===== config.mk =====
export PLATFORM = sky130hd
export DESIGN_NAME = mux4_rr_arbiter
export DESIGN_NICKNAME = d
export VERILOG_FILES = /design/src/rtl/mux4_rr_arbiter.sv
export SDC_FILE = /design/constraint.sdc
export NUM_CORES = 1
export LEC_CHECK = 0
export BUFFER_PORTS_ARGS = -buffer_cell sky130_fd_sc_hd__buf_2
export CORE_UTILIZATION = 55
export DETAILED_ROUTE_END_ITERATION = 6
export PLACE_DENSITY_LB_ADDON = 0.15
export SYNTH_ARGS = -nofsm -noshare
export SYNTH_HDL_FRONTEND = slang
export SYNTH_SLANG_ARGS = --single-unit

===== constraint.sdc =====
create_clock -name clk -period 5 [get_ports clk]
set_input_delay 0.25 -clock clk [delete_from_list [all_inputs] [get_ports clk]]
set_output_delay 0.25 -clock clk [all_outputs]
set_load 0.02 [all_outputs]

===== src/rtl/mux4_rr_arbiter.sv =====
// mux4_rr_arbiter: round-robin arbiter for a shared 4:1 mux, with hold cap; define MUX4_ARB_LOCK_EN to add a lock input.
module mux4_rr_arbiter #(
  parameter int DATA_W   = 1,
  parameter int MAX_HOLD = 4
) (
  input  logic              clk,
  input  logic              rst,
`ifdef MUX4_ARB_LOCK_EN
  input  logic              lock,
`endif
  input  logic [3:0]        req,
  input  logic [DATA_W-1:0] a,
  input  logic [DATA_W-1:0] b,
  input  logic [DATA_W-1:0] c,
  input  logic [DATA_W-1:0] d,
  output logic [3:0]        gnt,
  output logic              s1,
  output logic              s0,
  output logic              valid,
  output logic [DATA_W-1:0] out
);
  typedef enum logic {IDLE, GRANT} state_t;
  localparam logic [3:0] CAP = 4'(MAX_HOLD - 1);
  state_t state, nxt_state;
  logic [1:0] ptr, nxt_ptr, pick, off, nxt_sel;
  logic [3:0] hold, nxt_hold, mask, rot, nxt_gnt;
  logic [7:0] dbl;
  logic others, at_cap, lk, nxt_valid;
  always_ff @(posedge clk) begin
    if (rst) begin
      state <= IDLE;
      ptr   <= 2'd3;
      hold  <= '0;
      gnt   <= '0;
      s1    <= 1'b0;
      s0    <= 1'b0;
      valid <= 1'b0;
    end else begin
      state     <= nxt_state;
      ptr       <= nxt_ptr;
      hold      <= nxt_hold;
      gnt       <= nxt_gnt;
      {s1, s0}  <= nxt_sel;
      valid     <= nxt_valid;
    end
  end
  // While granted, ptr is the owner; its own bit is excluded so "others" means competing requests.
  always_comb begin
    mask   = (state == GRANT) ? req & ~(4'b1 << ptr) : req;
    dbl    = {mask, mask};
    rot    = 4'(dbl >> (3'(ptr) + 3'd1));
    off    = rot[0] ? 2'd0 : rot[1] ? 2'd1 : rot[2] ? 2'd2 : 2'd3;
    pick   = ptr + 2'd1 + off;
    others = |mask;
    at_cap = hold == CAP;
`ifdef MUX4_ARB_LOCK_EN
    lk     = lock;
`else
    lk     = 1'b0;
`endif
    nxt_state = state;
    nxt_ptr   = ptr;
    nxt_hold  = at_cap ? hold : hold + 4'd1;
    if (state == IDLE || !req[ptr] || (at_cap && others && !lk)) begin
      nxt_state = others ? GRANT : IDLE;
      nxt_ptr   = others ? pick : ptr;
      nxt_hold  = '0;
    end
  end
  always_comb begin
    nxt_valid = nxt_state == GRANT;
    nxt_gnt   = nxt_valid ? 4'b1 << nxt_ptr : 4'b0;
    nxt_sel   = nxt_valid ? nxt_ptr : 2'd0;
  end
  assign out = !valid ? '0 : s1 ? (s0 ? d : c) : (s0 ? b : a);
endmodule


==> impl_metrics.ini <==
[sta]
relSlewSlack = 0.665
setup_viol = 0
finalSetupTns_ps = 0
tightest_slew_ps = 502
rsz0062_at_grt = no
period_needed_ps = 2500
skew_ps = 1.40
hold_slack_ps = 196
hold_viol = 0
fmax_ghz = 0.400
period_share = 0.500
slew_violations = 0

[place]
dp_hpwl_mm = 1.20
gp_congestion = 0.880
io_buffers = 17
place_area_um2 = 886

[synthesis]
syn_area_um2 = 798
yosysWarnings = 0
synth_area_leader_cell = dfxtp_1
synth_edf_count = 0
yosys.area_share.xor_xnor = 0.0329
synthAdderAreaFrac = 0.0313
synthMuxAreaShare = 0.133
syn-instance-count = 87
syn_avg_cell_area_um2 = 9.18
synth_simple_gate_area_frac = 0.208
ys_seq_area_frac = 0.326
ys_ff_latch = 13
async_reset_ff_frac = 0
ys_top_cells_by_count = dfxtp_1, nand2_1, nor2_1, inv_1
syn-num-nets = 99
synth-compound-area-share = 0.219
synth_ff_type = dfxtp_1
synth.distinct_cells = 38
synth_top_family_by_area = compound AO/OA/AOI/OAI gates
synth_top_area_frac = 0.326
yosys-top-cells-area = dfxtp_1, mux2_2, mux2_4, nand2_1, nor2_1
synth.most_common_cell = dfxtp_1

[clock_network]
clockBufferDepth = 2
holdBufCountCts = 0
clk_pin_slew_ps = 80
cts.repair.resized = 0
clockRootBuffer = clkbuf_4
cts_tree = done
htreeDepth = 1
worst_skew_pair.late_latency_ps = 280
cts_buffers = 3
cts_setup_buffers = 0
clock-sinks = 13

[drt]
via_count = 727
wl_per_cell_um = 12.9
drc = 0
ant_nets = 0
drt_first_pass_iters = 4
wirelength_mm = 1.57
routed_via_density = 6.01
drtIter0Drc = 10

[floorplan]
coreArea_um2 = 1320
die_h_um = 40.1
dieArea_um2 = 1610
die_w_um = 40.1
initial_core_util = 0.606
io_pins = 18
rows = 13

[critical_path]
critPathArrivalTime_ps = 2680
critPathKind = reg -> reg
cp.required_ps = 5170
crit_path_end_kind = flop
start_kind = flop
path_max_fanout = 12

[power_and_ir_drop]
ir_drop_mv = 0.291
powerDensity_nw_per_um2 = 535
finalPower_uw = 488
p_leak_nw = 0.414

[global_route]
use_met3 = 0.0278
grt_most_used_layer = met2
use_met1 = 0.337
gr-total-overflow = 0
grt_usage = 0.237
grt_max_degree = 13
antenna_found_initial = 0
grt_pass1_wl_mm = 2.54
use_met2 = 0.347
first_global_vias = 609

[finish]
utilization = 0.692
fin_area_um2 = 912
finalNetCount = 119
areaGrowthSynthToFinish_pct = 14.3
diodes = 0
final_layout_size_suffix_gt1_frac = 0.283

[hold_path]
hold_class = in -> reg

[status]
status = finished, final reports clean

[flow_run]
max_cap_viol_count = 0
==> state kept, by name (all words and copies together), names as in the netlist <==
register / count
state: 1
s0: 1
gnt: 4
s1: 1
hold: 4
ptr: 2
==> metrics by stage <==
step           instances  setup slack (ps)
2_1_floorplan         87              2780
3_3_place_gp         117              2600
3_5_place_dp         117              2530
4_1_cts              121              2510
5_1_grt              121              2270
6_report             121              2500
==> placed cells by master (no fill, tap or decap), types with 3 or more instances in the layout <==
master    Yosys  routed
inv_1         6       6
buf_2         1      17
o22ai_1       4       4
nand2b_1      4       4
a21oi_1       3       3
nand3_1       3       3
nand2_1       8       8
nor2_1        8       8
dfxtp_1      13      13
mux2_2        3       3
clkbuf_4      0       3
==> where the power goes <==
part / switching [mW] / internal (mW) / leakage (nW)
registers: 0.0347 / 0.134 / 0.107
clock network: 0.0355 / 0.0310 / 0.0150
logic: 0.135 / 0.118 / 0.292
==> worst paths after layout <==
path,start,to,slack [ps],depth (start not counted)
setup / recovery,ptr[1],ptr[1],2500,10
setup reg to reg,ptr[1],ptr[1],2500,10
hold reg to reg,hold[1],hold[1],500,2
hold / removal,rst,ptr[1],200,2
==> cells by family after synthesis <==
logic type               after synthesis
AO/OA/AOI/OAI                         22
XOR/XNOR                               3
adder cells (fa/ha/maj)                2
buffers and inverters                  8
flip-flops                            13
multiplexers                           8
AND/OR/NAND/NOR                       31
==> critical path: stages (launching register included) <==
cell,delay (ps)
dfxtp_1,540
inv_1,110
a21oi_1,140
o22ai_1,80
o21ai_0,160
ha_1,200
inv_1,60
o32a_1,390
a222oi_1,450
xnor2_1,210
nand2b_1,70
==> per-layer routing <==
metal	routed length (um)	part of all wire
met1	795	0.51
met2	670	0.43
met3	75	0.048
met4	25	0.016
met5	0	0
==> layout make-up <==
| cell class | instances | area [um^2] |
|---|---|---|
| Multi-Input combinational cell | 66 | 499 |
| Fill cell | 116 | 405 |
| Inverter | 6 | 22.5 |
| Clock buffer | 4 | 26.3 |
| Tap cell | 15 | 18.8 |
| Sequential cell | 13 | 260 |
| Timing Repair Buffer | 17 | 85.1 |
No activity file was read; power rests on OpenSTA's default activity.
